[src/rtl/branch_calc_pkg.sv]
// Shared definitions for the branch-metric calculator: mode encodings,
// address-width helper and the clamp used on the halved metric.
package branch_calc_pkg;

   typedef enum logic [1:0] {
      MODE_PMS  = 2'd0,   // p - s
      MODE_SPP  = 2'd1,   // s + p
      MODE_NSPP = 2'd2,   // -(s + p)
      MODE_SMP  = 2'd3    // s - p
   } mode_e;

   function automatic int calc_aw(input int size);
      return (size > 1) ? $clog2(size) : 1;
   endfunction

   // Clamp a sign-extended value into the signed range of a dw-bit word.
   function automatic logic signed [63:0] saturate(input logic signed [63:0] v,
                                                   input int dw);
      logic signed [63:0] hi;
      logic signed [63:0] lo;
      hi = (64'sd1 <<< (dw - 1)) - 64'sd1;
      lo = -(64'sd1 <<< (dw - 1));
      if (v > hi) return hi;
      if (v < lo) return lo;
      return v;
   endfunction

endpackage

[src/rtl/branch_calc_lane.sv]
// One lane of the metric datapath: stage 1 holds the signed sum,
// stage 2 holds the halved and clamped metric.
module branch_calc_lane
   import branch_calc_pkg::*;
#(
   parameter int DWIDTH      = 16,
   parameter int USE_APRIORI = 0
) (
   input  logic                     aclk,
   input  logic                     aresetn,
   input  logic                     en1,
   input  logic                     en2,
   input  logic signed [DWIDTH-1:0] sys,
   input  logic signed [DWIDTH-1:0] parity,
   input  logic signed [DWIDTH-1:0] apriori,
   input  mode_e                    mode,
   output logic signed [DWIDTH-1:0] data,
   output logic                     sat
);

   // Two guard bits cover -(s + p) + a for all operand values.
   localparam int SW = DWIDTH + 2;

   logic signed [SW-1:0] s_ext;
   logic signed [SW-1:0] p_ext;
   logic signed [SW-1:0] a_ext;
   logic signed [SW-1:0] sum_c;
   logic signed [SW-1:0] sum_q;
   logic signed [SW-1:0] half_c;
   logic signed [63:0]   half_wide;
   logic signed [63:0]   clamp_wide;

   always_comb begin
      s_ext = SW'(sys);
      p_ext = SW'(parity);
      a_ext = (USE_APRIORI != 0) ? SW'(apriori) : '0;
      sum_c = '0;
      case (mode)
         MODE_PMS:  sum_c = p_ext - s_ext + a_ext;
         MODE_SPP:  sum_c = s_ext + p_ext + a_ext;
         MODE_NSPP: sum_c = a_ext - (s_ext + p_ext);
         MODE_SMP:  sum_c = s_ext - p_ext + a_ext;
         default:   sum_c = '0;
      endcase
   end

   always_ff @(posedge aclk) begin
      if (!aresetn) begin
         sum_q <= '0;
      end else if (en1) begin
         sum_q <= sum_c;
      end
   end

   always_comb begin
      half_c     = sum_q >>> 1;
      half_wide  = 64'(half_c);
      clamp_wide = saturate(half_wide, DWIDTH);
      sat        = (clamp_wide != half_wide);
   end

   always_ff @(posedge aclk) begin
      if (!aresetn) begin
         data <= '0;
      end else if (en2) begin
         data <= DWIDTH'(clamp_wide);
      end
   end

endmodule

[src/rtl/branch_metric_calc.sv]
// Multi-lane branch-metric calculator: two-stage pipeline with valid/ready
// flow control, carried address/last tag and a sticky saturation flag.
module branch_metric_calc
   import branch_calc_pkg::*;
#(
   parameter  int DWIDTH      = 16,
   parameter  int BRANCH_SIZE = 3072,
   parameter  int LANES       = 1,
   parameter  int USE_APRIORI = 0,
   localparam int AW          = calc_aw(BRANCH_SIZE)
) (
   input  logic                      aclk,
   input  logic                      aresetn,
   input  logic [LANES*DWIDTH-1:0]   s_sys,
   input  logic [LANES*DWIDTH-1:0]   s_parity,
   input  logic [LANES*DWIDTH-1:0]   s_apriori,
   input  logic [1:0]                s_mode,
   input  logic [AW-1:0]             s_addr,
   input  logic                      s_valid,
   output logic                      s_ready,
   output logic [LANES*DWIDTH-1:0]   m_data,
   output logic [AW-1:0]             m_addr,
   output logic                      m_last,
   output logic                      m_valid,
   input  logic                      m_ready,
   output logic                      o_sat,
   input  logic                      i_sat_clear
);

   localparam logic [AW-1:0] LAST_ADDR = AW'(BRANCH_SIZE - LANES);

   logic             st1_valid;
   logic [AW-1:0]    st1_addr;
   logic             st1_last;
   logic             en1;
   logic             en2;
   logic             ld1;
   logic             ld2;
   logic [LANES-1:0] lane_sat;

   // Valid/ready: a beat transfers on any edge where valid && ready. A stage
   // may advance when it is empty or its successor advances, so s_ready is a
   // combinational function of m_ready through both stages. Data registers
   // load only when a real beat moves (ld1/ld2); valids follow en1/en2.
   always_comb begin
      en2     = !m_valid || m_ready;
      en1     = !st1_valid || en2;
      s_ready = en1;
      ld1     = s_valid && en1;
      ld2     = st1_valid && en2;
   end

   for (genvar i = 0; i < LANES; i++) begin : g_lane
      branch_calc_lane #(
         .DWIDTH      (DWIDTH),
         .USE_APRIORI (USE_APRIORI)
      ) u_lane (
         .aclk    (aclk),
         .aresetn (aresetn),
         .en1     (ld1),
         .en2     (ld2),
         .sys     (s_sys[i*DWIDTH +: DWIDTH]),
         .parity  (s_parity[i*DWIDTH +: DWIDTH]),
         .apriori (s_apriori[i*DWIDTH +: DWIDTH]),
         .mode    (mode_e'(s_mode)),
         .data    (m_data[i*DWIDTH +: DWIDTH]),
         .sat     (lane_sat[i])
      );
   end

   always_ff @(posedge aclk) begin
      if (!aresetn) begin
         st1_valid <= 1'b0;
         st1_addr  <= '0;
         st1_last  <= 1'b0;
      end else begin
         if (en1) st1_valid <= s_valid;
         if (ld1) begin
            st1_addr <= s_addr;
            st1_last <= (s_addr == LAST_ADDR);
         end
      end
   end

   always_ff @(posedge aclk) begin
      if (!aresetn) begin
         m_valid <= 1'b0;
         m_addr  <= '0;
         m_last  <= 1'b0;
      end else begin
         if (en2) m_valid <= st1_valid;
         if (ld2) begin
            m_addr <= st1_addr;
            m_last <= st1_last;
         end
      end
   end

   // A saturating beat entering stage 2 overrides a simultaneous clear.
   always_ff @(posedge aclk) begin
      if (!aresetn) begin
         o_sat <= 1'b0;
      end else if (ld2 && (|lane_sat)) begin
         o_sat <= 1'b1;
      end else if (i_sat_clear) begin
         o_sat <= 1'b0;
      end
   end

endmodule

[config.mk]
export PLATFORM = sky130hd
export DESIGN_NAME = branch_metric_calc
export DESIGN_NICKNAME = d
export VERILOG_FILES = /design/src/rtl/branch_calc_pkg.sv /design/src/rtl/branch_calc_lane.sv /design/src/rtl/branch_metric_calc.sv
export SDC_FILE = /design/constraint.sdc
export NUM_CORES = 1
export LEC_CHECK = 0
export ABC_CLOCK_PERIOD_IN_PS = 3700
export CORE_UTILIZATION = 59
export DETAILED_ROUTE_END_ITERATION = 12
export DONT_BUFFER_PORTS = 1
export GPL_ROUTABILITY_DRIVEN = 0
export PLACE_DENSITY = 0.87
export SYNTH_ARGS = -nofsm -noshare
export SYNTH_HDL_FRONTEND = slang
export SYNTH_SLANG_ARGS = --single-unit
[constraint.sdc]
create_clock -name aclk -period 3.7 [get_ports aclk]
set_input_delay 0.74 -clock aclk [delete_from_list [all_inputs] [get_ports aclk]]
set_output_delay 0.74 -clock aclk [all_outputs]
set_load 0.02 [all_outputs]
==> run summary <==
The flow ran to the end, and the final reports show no timing, DRC or antenna violations. Count of boundary I/O pins: 99. For this run, the number of Yosys warnings is 0.

For this design the total switching power over the nets is 0.0007396 W. The sequential-to-total area share from yosys stat is 0.2210, and the cell area after technology mapping is 0.005615 mm^2. The category of the worst setup path capture point is a flip-flop. Once the clock tree was built, the resizer swapped 0 gates to a different size.

In the synthesized netlist, the number of instances is 766. The tools report the end point of the critical path as g_lane[0].u_lane.sum_q[10]. The logs give 13620 um for the total length of routed wires and 0.006030 mm^2 for the total non-filler cell area in the finished layout. In this run, placement finished with an instance count of 879. Power spread over the standard cell area amounts to 351.6 mW/mm^2.

For the finished layout, the period the worst path requires is 3.499 ns. Number of inserted diodes: 0. The dominant register cell in the synthesized netlist was dfxtp_1. The post-synthesis register bit count works out to 62. The tools report the number of antenna violations at the first check in global routing as 0. The total global routing track utilization was 0.2767; the proportion of layout cells with a drive suffix above 1 was 0.08094. VDD sags by at most 0.2534 mV.

The tools report the total via count after detailed routing as 5473. In this run the clock root is driven by a clkbuf_8. The number of hold buffers added after CTS was 0. Setup repair after global routing left no endpoint under its margin.

Class of the tightest hold or removal check: reg2reg. The first global-routing pass estimated 22720 um of wire. The clock buffer count from CTS is 9. In the routed design, unresolved DRC markers number 0.

Dividing the detail-routed via count by the number of cells gives 6.115. The tools report the endpoint of the lowest-slack register-to-register path as g_lane[0].u_lane.sum_q[14]. Yosys mapped a number of flops with a built-in enable equal to 0. The final clock period utilization by the worst path is 0.9456.

The die area came out at 0.009912 mm^2. The fraction of registers with async set or reset after synthesis is 0. The tools report the worst setup path startpoint as s_sys[4].

The area growth from synthesis to layout is 7.375%. Detailed placement ended at an HPWL of 10470 um. The class of the most critical setup path is in2reg.

Counting instances, the worst hold path has a depth of 2. The maximum clock path buffer count was 2; the proportion of power drawn by flip-flops and latches was 0.366. The core utilization of the finished layout is 0.6525. Across all register-to-register paths, the minimum setup slack is 1.36 ns. TritonCTS built the clock tree.

The non-filler instance count after layout was 895. The effective utilization at floorplan is 0.6077, and the clock transition at the registers of the reported paths is 0.06 ns. Once placement finished, the instance area stood at 0.005821 mm^2. The reg-to-reg startpoint is m_valid. The logic depth of the worst register-to-register path was 8; the total overflow reported by the global router was 0.

The tools report the number of detailed-routing iterations run before antenna repair as 5. The detailed router finished its first iteration with 382 violations. Clock skew on the completed layout was measured at 0.004663 ns. After floorplanning, the core was divided into 35 placement rows. Synthesis produced a netlist with a net count of 885.

The analysis attributes to cell leakage a power of 2.488 nW. The average wire per cell in the routed design was 15.22 um; the number of global-route vias before repair was 5134. The logs give 0 for the max-cap check violation count and 0.354 for the combinational group share of total power. The number of setup violations in the final report came out at 0. In this run the worst path has a maximum fanout of 15. The share of total power consumed by net switching was 0.3489. The count of final hold-check violations is 0. The final count of pins violating max slew came out at 0. Buffers placed on the I/O ports in this run total 0. After synthesis, the netlist uses 73 different library cells. The power consumption came out at 0.002120 W.

Portion of total power attributed to the clock network: 0.281. The post-route setup TNS was 0 ns; the height of the chip was 99.56 um. The worst setup path is launched from a primary input. In this run the standard cell core region covers 0.009240 mm^2. The tools report the maximum clock rate as 0.2858 GHz. The overall die width was 99.56 um; the clock sink count was 62. CTS built an H-tree with a depth of 3.

The tools report the number of buffers inserted by post-CTS setup repair as 0. In this run the remaining antenna-violating nets after routing total 0. Data on the critical path is required at its endpoint by 3.92 ns. The internal portion of the total power is 0.001380 W.

In this run the mean area of a mapped cell was 7.331 um^2. The transition time at the pin with the least slew margin was 0.8095 ns; the later-pin clock latency in the skew report was 0.34 ns. The filler cells instantiated in the layout total 784.

The tools report the maximum number of pins on one net before global-route repair as 65. After the last flow step, the layout net total stands at 880. For the worst setup path, the data arrival time is 3.71 ns.

The tightest slew margin relative to the limit was 0.4518.
==> logic make-up (layout without fill, tap and decap cells) <==
family,Yosys count,after routing,share of synthesized area
xor+xnor,43,43,0.06707
buf+inv,102,102,0.07242
mux,8,8,0.01693
flops,62,62,0.2210
fa+ha+maj,52,52,0.1199
compound gates,252,252,0.2988
simple gates,247,247,0.2039
==> power groups by stage <==
stage | sequential (W) | combinational (W) | clock [W]
2_1_floorplan | 0.000770 | 0.000584 | 0
3_3_place_gp | 0.000787 | 0.000704 | 0
3_5_place_dp | 0.000789 | 0.000728 | 0
4_1_cts | 0.000775 | 0.000732 | 0.000604
5_1_grt | 0.000782 | 0.000828 | 0.000638
6_report | 0.000775 | 0.000749 | 0.000595
==> cells in the mapped netlist (all sizes together), types with 3 or more instances <==
library cell / n / share of area
a2111oi: 4 / 0.0098
a211oi: 11 / 0.015
a21boi: 27 / 0.036
a21o: 10 / 0.013
a21oi: 71 / 0.063
a221o: 4 / 0.0071
a221oi: 5 / 0.0078
a22oi: 4 / 0.0053
a31oi: 5 / 0.0056
and2: 5 / 0.0056
and3: 5 / 0.0056
buf: 9 / 0.0098
clkbuf: 36 / 0.024
clkinv: 3 / 0.0020
dfxtp: 62 / 0.22
fa: 3 / 0.011
ha: 49 / 0.11
inv: 54 / 0.037
mux2i: 5 / 0.0089
nand2: 90 / 0.060
nand2b: 10 / 0.011
nand3: 12 / 0.011
nand4: 5 / 0.0056
nor2: 76 / 0.051
nor2b: 12 / 0.015
nor3: 11 / 0.011
nor4: 6 / 0.0067
o211ai: 5 / 0.0091
o21a: 9 / 0.012
o21ai: 53 / 0.047
o21bai: 8 / 0.011
o22ai: 5 / 0.0056
o31a: 4 / 0.0062
o31ai: 4 / 0.0053
or3: 4 / 0.0045
or4: 5 / 0.0074
xnor2: 36 / 0.056
xor2: 7 / 0.011
==> worst min-delay path by stage <==
stage                     slack (ns)    startpoint          to
final                           0.46   st1_addr[9]   m_addr[9]
after global routing            0.49   st1_addr[1]   m_addr[1]
after CTS                       0.46   st1_addr[9]   m_addr[9]
after detailed placement        0.46   st1_addr[9]   m_addr[9]
after global placement          0.45   st1_addr[8]   m_addr[8]
after floorplan                 0.44  st1_addr[10]  m_addr[10]
==> registers in the layout (all words and copies together) (netlist names) <==
register and count:
m_valid 1, g_lane.u_lane.sum_q 17, m_last 1, st1_addr 12, g_lane.u_lane.data 16, st1_last 1, st1_valid 1, o_sat 1
m_addr 12
==> per-layer routing <==
metal | track usage | routed length (um) | up-vias
met1 | 0.3503 | 5825 | 2474
met4 | 0.1267 | 359 | 0
met3 | 0.04287 | 1068 | 47
li1 | - | - | 2686
met2 | 0.4631 | 6366 | 266
met5 | 0 | 0 | -
==> worst max-delay path, stage by stage <==
cell and delay [ns]:
inv_1 0.02, ha_1 0.28, buf_4 0.21, nor2b_1 0.09, a211oi_1 0.40, nand2_1 0.22
a311oi_1 0.57, nand2_1 0.19, or3_1 0.36, xor2_1 0.15, a221oi_1 0.37, a21oi_1 0.12
==> cell usage in the layout, fill, tap and decap left out, drive strengths merged, types with 6 or more instances in the layout <==
cell,instances
nor2,76
dfxtp,62
a21oi,71
a21o,10
nor3,11
clkbuf,11
nor4,6
inv,54
nor2b,12
xnor2,36
xor2,7
nand3,12
o21bai,8
o21ai,53
a211oi,11
a21boi,27
ha,49
nand2b,10
buf,29
o21a,9
nand2,90
==> layout make-up <==
type / instances / area, um^2 / share of cell area
Multi-Input combinational cell: 602 / 3984 / 0.6607
Sequential cell: 62 / 1241 / 0.2059
Timing Repair Buffer: 29 / 217.7 / 0.03611
Inverter: 57 / 216.5 / 0.03590
Tap cell: 129 / 161.4 / 0.02677
Clock buffer: 11 / 151.4 / 0.02511
Clock inverter: 5 / 57.56 / 0.009546
==> metrics by stage <==
| step | hold WS (ns) | worst slack, ns |
|---|---|---|
| global route | 0.4931 | 0.06030 |
| global placement | 0.4456 | -0.03941 |
| CTS | 0.4593 | 0.2860 |
| detailed placement | 0.4554 | -0.06669 |
| floorplan | 0.4412 | 0.03263 |
| finish | 0.4594 | 0.2014 |
Power figures use the tool's default switching activity.
